==> src/rtl/intdp_pkg.sv <==
// Shared definitions for the 16-bit integer datapath and its controller: widths,
// instruction field positions, controller states and ALU opcodes.
package intdp_pkg;

  localparam int unsigned DATA_W = 16;
  localparam int unsigned ADR_W  = 3;
  localparam int unsigned OP_W   = 4;
  localparam int unsigned REP_W  = 4;

  // Instruction field bit positions; bit 0 is reserved and ignored.
  localparam int unsigned OP_MSB    = 15;
  localparam int unsigned OP_LSB    = 12;
  localparam int unsigned W_MSB     = 11;
  localparam int unsigned W_LSB     = 9;
  localparam int unsigned R_MSB     = 8;
  localparam int unsigned R_LSB     = 6;
  localparam int unsigned S_MSB     = 5;
  localparam int unsigned S_LSB     = 3;
  localparam int unsigned S_SEL_BIT = 2;
  localparam int unsigned WB_BIT    = 1;

  typedef enum logic [1:0] {
    IDLE = 2'd0,
    EXEC = 2'd1,
    DONE = 2'd2
  } state_e;

  typedef struct packed {
    logic [OP_W-1:0]  alu_op;
    logic [ADR_W-1:0] w_adr;
    logic [ADR_W-1:0] r_adr;
    logic [ADR_W-1:0] s_adr;
    logic             s_sel;
    logic             wb;
  } ir_t;

  // ALU opcodes shared with alu16.
  localparam logic [OP_W-1:0] ALU_ADD  = 4'h0;
  localparam logic [OP_W-1:0] ALU_SUB  = 4'h1;
  localparam logic [OP_W-1:0] ALU_AND  = 4'h2;
  localparam logic [OP_W-1:0] ALU_OR   = 4'h3;
  localparam logic [OP_W-1:0] ALU_XOR  = 4'h4;
  localparam logic [OP_W-1:0] ALU_SHL  = 4'h5;
  localparam logic [OP_W-1:0] ALU_SHR  = 4'h6;
  localparam logic [OP_W-1:0] ALU_PASS = 4'h7;

  function automatic ir_t decode_instr(input logic [DATA_W-1:0] word);
    ir_t ir;
    ir.alu_op = word[OP_MSB:OP_LSB];
    ir.w_adr  = word[W_MSB:W_LSB];
    ir.r_adr  = word[R_MSB:R_LSB];
    ir.s_adr  = word[S_MSB:S_LSB];
    ir.s_sel  = word[S_SEL_BIT];
    ir.wb     = word[WB_BIT];
    return ir;
  endfunction

endpackage

==> src/rtl/integer_datapath_ctrl.sv <==
// Multi-cycle sequencer driving the register file + ALU datapath from encoded instructions.
// Define INTDP_CTRL_FLAGS_EN to register the c/n/z flags; otherwise flag outputs are tied to 0.
module integer_datapath_ctrl
  import intdp_pkg::*;
(
  input  logic              clk,
  input  logic              reset,
  input  logic              instr_valid,
  output logic              instr_ready,
  input  logic [DATA_W-1:0] instr,
  input  logic [DATA_W-1:0] imm,
  input  logic [REP_W-1:0]  rep,
  input  logic [DATA_W-1:0] alu_out,
  input  logic              c_in,
  input  logic              n_in,
  input  logic              z_in,
  output logic              W_En,
  output logic [ADR_W-1:0]  W_Adr,
  output logic [ADR_W-1:0]  R_Adr,
  output logic [ADR_W-1:0]  S_Adr,
  output logic [DATA_W-1:0] DS,
  output logic              S_Sel,
  output logic [OP_W-1:0]   ALU_OP,
  output logic              busy,
  output logic              done,
  output logic [DATA_W-1:0] result,
  output logic              flag_c,
  output logic              flag_n,
  output logic              flag_z
);

  state_e              state_q, state_d;
  ir_t                 ir_q, ir_d;
  logic [DATA_W-1:0]   imm_q, imm_d;
  logic [REP_W-1:0]    cnt_q, cnt_d;
  logic [DATA_W-1:0]   result_q;
  logic                capture;

  always_ff @(posedge clk or posedge reset) begin
    if (reset) begin
      state_q <= IDLE;
      ir_q    <= '0;
      imm_q   <= '0;
      cnt_q   <= '0;
    end else begin
      state_q <= state_d;
      ir_q    <= ir_d;
      imm_q   <= imm_d;
      cnt_q   <= cnt_d;
    end
  end

  always_comb begin
    state_d = state_q;
    ir_d    = ir_q;
    imm_d   = imm_q;
    cnt_d   = cnt_q;
    capture = 1'b0;
    unique case (state_q)
      IDLE: begin
        if (instr_valid) begin
          ir_d    = decode_instr(instr);
          imm_d   = imm;
          cnt_d   = rep;
          state_d = EXEC;
        end
      end
      EXEC: begin
        // cnt_q counts remaining extra iterations, so zero marks the final one.
        if (cnt_q == '0) begin
          capture = 1'b1;
          state_d = DONE;
        end else begin
          cnt_d = cnt_q - 4'd1;
        end
      end
      DONE: begin
        state_d = IDLE;
      end
      default: begin
        state_d = IDLE;
      end
    endcase
  end

  always_ff @(posedge clk or posedge reset) begin
    if (reset) begin
      result_q <= '0;
    end else if (capture) begin
      result_q <= alu_out;
    end
  end

`ifdef INTDP_CTRL_FLAGS_EN
  logic flag_c_q, flag_n_q, flag_z_q;

  always_ff @(posedge clk or posedge reset) begin
    if (reset) begin
      flag_c_q <= 1'b0;
      flag_n_q <= 1'b0;
      flag_z_q <= 1'b0;
    end else if (capture) begin
      flag_c_q <= c_in;
      flag_n_q <= n_in;
      flag_z_q <= z_in;
    end
  end

  assign flag_c = flag_c_q;
  assign flag_n = flag_n_q;
  assign flag_z = flag_z_q;

  logic unused_inputs;
  assign unused_inputs = instr[0];
`else
  assign flag_c = 1'b0;
  assign flag_n = 1'b0;
  assign flag_z = 1'b0;

  logic unused_inputs;
  assign unused_inputs = ^{instr[0], c_in, n_in, z_in};
`endif

  // Datapath fields follow IR in every state so addresses stay stable; only W_En is gated.
  always_comb begin
    instr_ready = (state_q == IDLE);
    busy        = (state_q == EXEC) || (state_q == DONE);
    done        = (state_q == DONE);
    W_En        = (state_q == EXEC) && ir_q.wb;
    W_Adr       = ir_q.w_adr;
    R_Adr       = ir_q.r_adr;
    S_Adr       = ir_q.s_adr;
    S_Sel       = ir_q.s_sel;
    ALU_OP      = ir_q.alu_op;
    DS          = imm_q;
    result      = result_q;
  end

endmodule

==> config.mk <==
export PLATFORM = sky130hd
export DESIGN_NAME = integer_datapath_ctrl
export DESIGN_NICKNAME = d
export VERILOG_FILES = /design/src/rtl/intdp_pkg.sv /design/src/rtl/integer_datapath_ctrl.sv
export SDC_FILE = /design/constraint.sdc
export NUM_CORES = 1
export LEC_CHECK = 0
export BUFFER_PORTS_ARGS = -buffer_cell sky130_fd_sc_hd__buf_2
export CORE_UTILIZATION = 50
export CTS_BUF_LIST = sky130_fd_sc_hd__clkbuf_2 sky130_fd_sc_hd__clkbuf_4 sky130_fd_sc_hd__clkbuf_8
export DETAILED_ROUTE_END_ITERATION = 8
export PLACE_DENSITY = 0.94
export SLEW_MARGIN = 10
export SYNTH_ARGS = -nofsm -noshare
export SYNTH_HDL_FRONTEND = slang
export SYNTH_SLANG_ARGS = --single-unit
==> constraint.sdc <==
create_clock -name clk -period 5.2 [get_ports clk]
set_input_delay 0.52 -clock clk [delete_from_list [all_inputs] [get_ports clk]]
set_output_delay 0.52 -clock clk [all_outputs]
set_load 0.01 [all_outputs]
Word-level counts from Yosys, hierarchy flattened:

Cells that the tools add are included.

* bits in registers: 53
* output and inout port bits: 53

* reduce and logical (&&, ||, !) cells: 8
* $add $sub $neg: 1
* muxes and demuxes: 8
* eq/ne operators: 5

Operators with widths (number)
* two-way mux 4 bit: 2
* case mux 4 bit (2 select lines): 1
* != test 2 bit (second input constant): 3
* zero test 4 bit: 1
* two-way mux 2 bit: 2
* case mux 2 bit (2 select lines): 1
* AND reduction 2 bit: 2
* subtractor 4 x 1 -> 4 bit (second input constant): 1
* AND reduction 3 bit: 1
* equality test 2 x 1 -> 1 bit (second input constant): 1
* equality test 2 bit (second input constant): 1
* zero test 2 bit: 1
* two-way mux 1 bit: 2
* nonzero test 2 bit: 1
* logical AND 1 bit: 1
* logical OR 1 bit: 1

Longest topological paths before layout:

Gate-level depths: netlist of run 1.

* depth after elaboration: 3
* gate-level depth with buffers: 7

Worst setup path after synthesis of run 1:

No wires, ideal clock.

* kind: register to register
* from: reg cnt_q[0]
* to: reg state_q[1]
* slack: 3498 ps
* data arrival time: 1578 ps
* cell stages (with the launch flop): 6
* path through: dfrtp_1 inv_1 ha_1 or3b_2 a21oi_1 mux2_2

* longest elaborated chain between the ends: 3

Ends and longest elaborated chain
* start: declaration: line integer_datapath_ctrl.sv:35 `logic [REP_W-1:0] cnt_q, cnt_d;`
* start signal: assignment: line integer_datapath_ctrl.sv:49 `cnt_q <= cnt_d;`
* zero test 4 bit: line integer_datapath_ctrl.sv:70 `if (cnt_q == '0) begin`
* != test 2 bit (no source line)
* AND reduction 2 bit (no source line)
* end signal: assignment: line integer_datapath_ctrl.sv:46 `state_q <= state_d;`
* end: declaration: line integer_datapath_ctrl.sv:32 `state_e state_q, state_d;`

Every way passes these cells.
A chain may end at the register's enable or synchronous reset.

Worst setup path in the final report of run 1:

* from: reg state_q[1]
* to: reg result_q[10] (netlist: result[10])

* longest elaborated chain between the ends: 2

Ends and longest elaborated chain
* equality test 2 x 1 -> 1 bit: line integer_datapath_ctrl.sv:59 `unique case (state_q)`
* two-way mux 1 bit: line integer_datapath_ctrl.sv:59
* end signal: assignment: line integer_datapath_ctrl.sv:90 `result_q <= alu_out;`
* end: declaration: line integer_datapath_ctrl.sv:36 `logic [DATA_W-1:0] result_q;`

Every way passes these cells.

==> reports/qor.csv, run 1 <==
stage,metric,value,unit
critical_path,crit_required,5.38,ns
timing,finalCritPeriodShare,45.0,%
timing,hold_ws,0.453,ns
timing,tns,0,ns
power,p_leak,1.46,nW
synthesis,muxShareOfSynthArea,23.6,%
layout,most-common-layout-cells,"103 x buf_2, 53 x dfrtp_1, 48 x mux2_2",
layout,final_common_cell,buf_2,
critical_path,critPathKind,reg -> reg,
clock_network,cts_tree,done,
critical_path,cpLargestDelayFamily,simple AND/OR/NAND/NOR gates,
timing,layout_min_cycle_time,2.34,ns
synthesis,yosys.area_share.simple,4.07,%
power,design_power_total,0.00171,W
power,seq_power_share,42.4,%
floorplan,die_w,70.3,um
status,status,completed,
clock_network,post-cts-setup-buffers,0,
clock_network,numCtsBuffers,5,
place,place_area,2770,um^2
hold_path,hold_class,in -> reg,
power,p_comb_share,44.3,%
synthesis,yosys.area_share.xor_xnor,0.375,%
critical_path,crit_cells,4,
drt,dr_total_vias,1520,
power,p_clk_share,13.3,%
drt,wl_per_cell,12.7,um
layout,n_fill_cell,363,
floorplan,dieArea,4950,um^2
synthesis,yosysTopAreaCellShare,56.8,%
drt,drtPass1Iterations,4,
floorplan,rows,24,
layout,multi_input_area,825,um^2
layout,seq_area,1330,um^2
synthesis,syn_area,2330,um^2
timing,final-max-slew-violation-count,0,
layout,nets,320,
floorplan,die_y,70.3,um
critical_path,cp-end-kind,flop,
clock_network,clk-insertion-delay-late,0.29,ns
drt,first_iter_violations,69,
global_routing,antenna_found_initial,0,
layout,area_growth,22.3,%
power,p_int,0.00113,W
synthesis,avgSynthCellArea,14.1,um^2
global_routing,grt_pass1_vias,1509,
global_routing,grt_pass1_wl,6440,um
clock_network,clk_pin_slew,0.08,ns
hold_path,whs_path_depth,2,
timing,fin_worst_skew,0.00429,ns
critical_path,critical_path_buf_inv_count,1,
synthesis,synth_warnings,0,
global_routing,grtUsageTotal,16.6,%
critical_path,critPathLaunchType,flop,
clock_network,cts.htree.levels,2,
job,maxCapViolCount,0,
layout,num_antenna_cells,0,
synthesis,netlist_top_cells_area,"dfrtp_1 57%, mux2_2 23%, buf_4 5.1%",
place,port_buffers,103,
synthesis,yosysTopAreaCell,dfrtp_1,
power,ir_drop,320,uV
layout,layout-drive-gt1-share,63.8,%
power,powerDensity,599,nW/um^2
drt,post_drt_via_cell_ratio,4.92,
critical_path,crit_arrival,2.52,ns
floorplan,io_pins,111,
synthesis,yosys.area_share.adder,2.68,%
critical_path,crit_fanout,20,
power,switchingPower,0.000578,W
clock_network,ctsHoldBuffers,0,
synthesis,ys_types,30,
synthesis,ys_seq_elements,53,
layout,stdcell_area,2860,um^2
timing,worstMarginPinSlew,1.05,ns
synthesis,synth_top_family_by_area,multiplexers,
clock_network,cts.sinks,53,
clock_network,clk_path_buf_depth,2,
clock_network,cts_resized,0,
timing,hold_violations,0,
timing,setup_violations,0,
synthesis,ys_seq_area_share,56.8,%
clock_network,root_buffer,clkbuf_8,
synthesis,synth_cells,166,
drt,wl,3910,um
floorplan,start_util,52.9,%
critical_path,slowest_delay,0.85,ns
critical_path,worstPathCellList,"inv_1, ha_1, and4bb_1, mux2_2",
global_routing,grt_overflow,0,
drt,postRouteAntennaNets,0,
timing,max_freq,427,MHz
power,swShare,33.8,%
critical_path,cp_slowest_cell,and4bb_1,
global_routing,grt_max_degree,54,
critical_path,r2r_cells,4,
synthesis,synth-compound-area-share,4.13,%
drt,drcViolationCount,0,
place,routabilityCongestion,0.751,
floorplan,core-area,4410,um^2
timing,rsz0062_at_grt,no,
place,dp_hpwl,2920,um
timing,relSlewSlack,29.7,%
-- cells by family after synthesis --
family / Yosys count
other cells: 1
xor+xnor: 1
buf+inv: 29
fa+ha+maj: 5
flops: 53
simple gates: 16
compound gates: 12
mux: 49
-- through the flow --
stage / utilization, % / std cells / setup slack, ns
floorplan: - / 168 / 3.39
global placement: 62.6 / 302 / 2.89
detailed placement: 62.6 / 302 / 2.86
CTS: 64.7 / 309 / 2.83
global route: 64.7 / 309 / 2.66
finish: 64.7 / 309 / 2.86
-- layer usage --
metal	routed length [um]	GRT usage, %
met4	42	5.33
met1	1680	19.6
met3	284	4.91
met5	0	0
met2	1910	28.8
-- synthesized netlist by cell type --
| cell | instances |
|---|---|
| buf_6 | 1 |
| and3b_1 | 1 |
| nor2_1 | 2 |
| o31ai_1 | 1 |
| conb_1 | 1 |
| buf_8 | 1 |
| nand3_1 | 1 |
| o21ai_0 | 3 |
| ha_1 | 5 |
| a21oi_1 | 3 |
| buf_2 | 3 |
| nor3_1 | 2 |
| and2_1 | 1 |
| xnor2_1 | 1 |
| o41ai_2 | 1 |
| or3b_2 | 1 |
| dfrtp_1 | 53 |
| a2bb2oi_1 | 1 |
| o311ai_1 | 1 |
| and4bb_1 | 1 |
| buf_4 | 16 |
| a21bo_2 | 1 |
| mux2i_1 | 1 |
| nand2_1 | 3 |
| a2111oi_2 | 1 |
| nor2b_1 | 3 |
| or3_1 | 1 |
| inv_1 | 7 |
| clkbuf_1 | 1 |
| mux2_2 | 48 |
-- sequential cells by signal, indices dropped and copies added, names as in the netlist, 2 cells and up --
| register | flops |
|---|---|
| W_Adr | 3 |
| R_Adr | 3 |
| cnt_q | 4 |
| ALU_OP | 4 |
| result | 16 |
| state_q | 2 |
| S_Adr | 3 |
| DS | 16 |
-- worst paths after layout --
check	from	to	slack, ns
max	state_q[1]	result[10]	2.86
min	instr[4]	S_Adr[1]	0.45
max reg2reg	state_q[1]	result[10]	2.86
min reg2reg	ir_q[0]	ir_q[0]	0.50
max in group asynchronous	reset	state_q[0]	4.07
min in group asynchronous	reset	S_Adr[1]	0.49
-- power by group through the flow --
stage | Clock (W) | Combinational [W] | Sequential, W
final | 0.000227 | 0.000758 | 0.000725
after global routing | 0.000253 | 0.000833 | 0.000753
after CTS | 0.000240 | 0.000771 | 0.000727
after detailed placement | 0 | 0.000770 | 0.000734
after global placement | 0 | 0.000742 | 0.000720
after floorplan | 0 | 0.000507 | 0.000787
-- cell type report --
class,instances,share of cell area (%)
inverters,7,0.920
well taps,52,2.28
flip-flops and latches,53,46.5
multi-input cells,86,28.9
repair buffers,104,18.3
clock buffers,7,3.16
Power figures use the tool's default switching activity.
==> run 2: changes to the inputs <==
--- a/config.mk
+++ b/config.mk
@@ -5,11 +5,12 @@
 export SDC_FILE = /design/constraint.sdc
 export NUM_CORES = 1
 export LEC_CHECK = 0
+export ABC_AREA = 1
 export BUFFER_PORTS_ARGS = -buffer_cell sky130_fd_sc_hd__buf_2
-export CORE_UTILIZATION = 50
+export CORE_UTILIZATION = 48
 export CTS_BUF_LIST = sky130_fd_sc_hd__clkbuf_2 sky130_fd_sc_hd__clkbuf_4 sky130_fd_sc_hd__clkbuf_8
 export DETAILED_ROUTE_END_ITERATION = 8
-export PLACE_DENSITY = 0.94
+export PLACE_DENSITY = 0.91
 export SLEW_MARGIN = 10
 export SYNTH_ARGS = -nofsm -noshare
 export SYNTH_HDL_FRONTEND = slang
==> constraint.sdc (replaced) <==
create_clock -name clk -period 2.4 [get_ports clk]
set_input_delay 0.24 -clock clk [delete_from_list [all_inputs] [get_ports clk]]
set_output_delay 0.24 -clock clk [all_outputs]
set_load 0.01 [all_outputs]
==> run 2 against run 1 <==
Net effect:
- sequential share of layout area is 1.7 points lower
- first-iteration DRC count increased by 14%
- combinational power increased by 120%
- register-to-register slack lost 2.4 ns
- hold slack worse by 0.36 ns
- synthesized cell count up 67%
- total power rose by 130%
- core utilization decreased by 1.9 points
- sequential power is 120% higher
- critical path type unchanged
==> reports/qor.csv, run 2 <==
stage,metric,value,unit,change
critical_path,worstPathCellList,"inv_1, ha_1, nand2_1, inv_1, buf_12, nand2_1, nand2_1",,"was inv_1, ha_1, and4bb_1, mux2_2"
timing,layout_min_cycle_time,1.91,ns,was 2.34 ns
timing,hold_violations,0,,unchanged
global_routing,grt_pass1_vias,1624,,"was 1,509"
floorplan,io_pins,111,,unchanged
floorplan,die_y,72.1,um,was 70.3 um
synthesis,async_reset_ff_share,100,%,unchanged
synthesis,synth_cells,277,,was 166
clock_network,clk_path_buf_depth,2,,unchanged
drt,wl_per_cell,10.4,um,was 12.7 um
timing,tns,0,ns,unchanged
timing,final-max-slew-violation-count,0,,unchanged
critical_path,crit_required,2.64,ns,was 5.38 ns
job,maxCapViolCount,0,,unchanged
timing,relSlewSlack,57.0,%,was 29.7%
layout,nets,431,,was 320
drt,drtPass1Iterations,6,,was 4
layout,most-common-layout-cells,"131 x nand2_1, 103 x buf_2, 53 x dfrtp_1",,"was 103 x buf_2, 53 x dfrtp_1, 48 x mux2_2"
place,place_inst,428,,was 302
critical_path,timing.rr.start,state_q[1],,unchanged
layout,final_common_cell,nand2_1,,was buf_2
synthesis,ys_seq_area_share,56.3,%,was 56.8%
clock_network,cts.htree.levels,2,,unchanged
synthesis,yosysMostFrequentCell,nand2_1,,was dfrtp_1
clock_network,ctsHoldBuffers,0,,unchanged
place,port_buffers,103,,unchanged
drt,drcViolationCount,0,,unchanged
synthesis,ys_types,20,,was 30
floorplan,die_w,72.1,um,was 70.3 um
power,design_power_total,0.00385,W,was 0.00171 W
critical_path,critPathKind,reg -> reg,,unchanged
clock_network,cts.sinks,53,,unchanged
hold_path,hold_class,in -> async,,was in -> reg
synthesis,netlist_top_cells_area,"dfrtp_1 56%, nand2_1 21%, buf_4 5.1%",,"was dfrtp_1 57%, mux2_2 23%, buf_4 5.1%"
power,ir_drop,633,uV,was 320 uV
clock_network,clk-insertion-delay-late,0.30,ns,was 0.29 ns
place,routabilityCongestion,0.776,,was 0.751
clock_network,clk_pin_slew,0.09,ns,was 0.08 ns
critical_path,cpLargestDelayFamily,buffers and inverters,,was simple AND/OR/NAND/NOR gates
critical_path,critPathLaunchType,flop,,unchanged
clock_network,cts_tree,done,,unchanged
timing,max_freq,525,MHz,was 427 MHz
critical_path,crit_top_cell,nand2_1,,
synthesis,synthFlopType,dfrtp_1,,unchanged
timing,worstMarginPinSlew,0.646,ns,was 1.05 ns
drt,post_drt_via_cell_ratio,4.32,,was 4.92
status,status,completed,,unchanged
critical_path,cp_slowest_cell,dfrtp_1,,was and4bb_1
clock_network,root_buffer,clkbuf_8,,unchanged
critical_path,crit_fanout,22,,was 20
critical_path,slowest_delay,0.42,ns,was 0.85 ns
clock_network,cts_resized,0,,unchanged
synthesis,synth_edf_count,0,,unchanged
drt,postRouteAntennaNets,0,,unchanged
critical_path,startpoint,state_q[1],,unchanged
critical_path,critical_path_buf_inv_count,3,,was 1
global_routing,antenna_found_initial,0,,unchanged
synthesis,synth_warnings,0,,unchanged
timing,rsz0062_at_grt,no,,unchanged
floorplan,rows,25,,was 24
global_routing,grt_pass1_wl,7160,um,was 6440 um
floorplan,start_util,49.9,%,was 52.9%
timing,setup_violations,0,,unchanged
drt,first_iter_violations,79,,was 69
drt,dr_total_vias,1884,,"was 1,520"
timing,finalCritPeriodShare,79.4,%,was 45.0%
floorplan,core-area,4720,um^2,was 4410 um^2
timing,fin_worst_skew,0.00545,ns,was 0.00429 ns
synthesis,yosysTopAreaCell,dfrtp_1,,unchanged
layout,layout-drive-gt1-share,34.7,%,was 63.8%
power,p_leak,1.79,nW,was 1.46 nW
synthesis,syn_area,2360,um^2,was 2330 um^2
layout,fin_util,62.8,%,was 64.7%
synthesis,yosysTopAreaCellShare,56.3,%,was 56.8%
clock_network,numCtsBuffers,5,,unchanged
global_routing,grtUsageTotal,18.0,%,was 16.6%
layout,area_growth,25.8,%,was 22.3%
synthesis,synth_common_cells,"131 x nand2_1, 53 x dfrtp_1, 25 x inv_1",,"was 53 x dfrtp_1, 48 x mux2_2, 16 x buf_4"
floorplan,dieArea,5190,um^2,was 4950 um^2
clock_network,post-cts-setup-buffers,0,,unchanged
global_routing,grt_overflow,0,,unchanged
synthesis,ys_seq_elements,53,,unchanged
synthesis,avgSynthCellArea,8.51,um^2,was 14.1 um^2
critical_path,cp-end-kind,flop,,unchanged
layout,instances_no_fill,436,,was 309
place,dp_hpwl,3300,um,was 2920 um
power,powerDensity,1300,nW/um^2,was 599 nW/um^2
drt,wl,4560,um,was 3910 um
layout,num_antenna_cells,0,,unchanged
critical_path,crit_arrival,2.14,ns,was 2.52 ns
global_routing,grt_max_degree,54,,unchanged
[run 2: changes by cell type in the layout (fill, tap and decap cells not counted), sizes merged, moves of 3 or more]
cell | before | now
a21oi | 3 | 0
o21ai | 3 | 22
inv | 7 | 26
nor2b | 3 | 0
mux2 | 48 | 0
buf | 104 | 107
nand3 | 1 | 5
nand2 | 3 | 132
[run 2: final timing paths]
| path | to | slack, ns | cells past startpoint |
|---|---|---|---|
| worst max-delay path | S_Sel | 0.49 | 7 |
| worst min-delay path | result[11] | 0.09 | 3 |
| worst max register to register | S_Sel | 0.49 | 7 |
| worst min register to register | ALU_OP[1] | 0.48 | 2 |
| max in group asynchronous | cnt_q[2] | 1.87 | 3 |
| min in group clk | DS[7] | 0.13 | 3 |
[run 2: area by class of cell]
class / count / area (um^2)
Sequential cell: 53 / 1330
Clock inverter: 1 / 30.0
Timing Repair Buffer: 107 / 558
Tap cell: 67 / 83.8
Multi-Input combinational cell: 174 / 773
Inverter: 27 / 103
Fill cell: 425 / 1760
Clock buffer: 7 / 90.1
[run 2: metrics by stage]
step           cell area, um^2  setup slack (ns)  hold WS (ns)
3_5_place_dp              2840             0.488         0.441
3_3_place_gp              2840             0.562         0.434
6_report                  2960             0.494        0.0946
2_1_floorplan             2360             0.874         0.350
4_1_cts                   2960             0.476         0.121
5_1_grt                   2960             0.280         0.125
[run 2: worst reg2reg max path: cells and delay by family, from the launching register on]
family	cells	cell delay, ns
buf+inv	3	0.72
simple gates	3	0.46
flops	1	0.42
fa+ha+maj	1	0.24
[run 2: cells by family (layout without fill, tap and decap cells)]
group	Yosys count	in the layout	share of synthesized area (%)
other	1	3	0.159
flip-flops	53	53	56.3
buffers and inverters	52	142	11.2
AO/OA/AOI/OAI	22	22	5.79
adder cells (fa/ha/maj)	5	5	2.66
AND/OR/NAND/NOR	144	144	23.9
[run 2: metal layers]
layer | GRT usage, % | routed length [um] | vias up
li1 | - | - | 997
met5 | 0 | 0 | -
met4 | 6.32 | 49 | 0
met2 | 32.0 | 2210 | 64
met3 | 4.17 | 223 | 5
met1 | 21.2 | 2070 | 818
[run 2: where the power goes]
part	switching, W	internal (W)
clock network	0.000271	0.000351
logic	0.000988	0.000680
registers	0.000232	0.00133
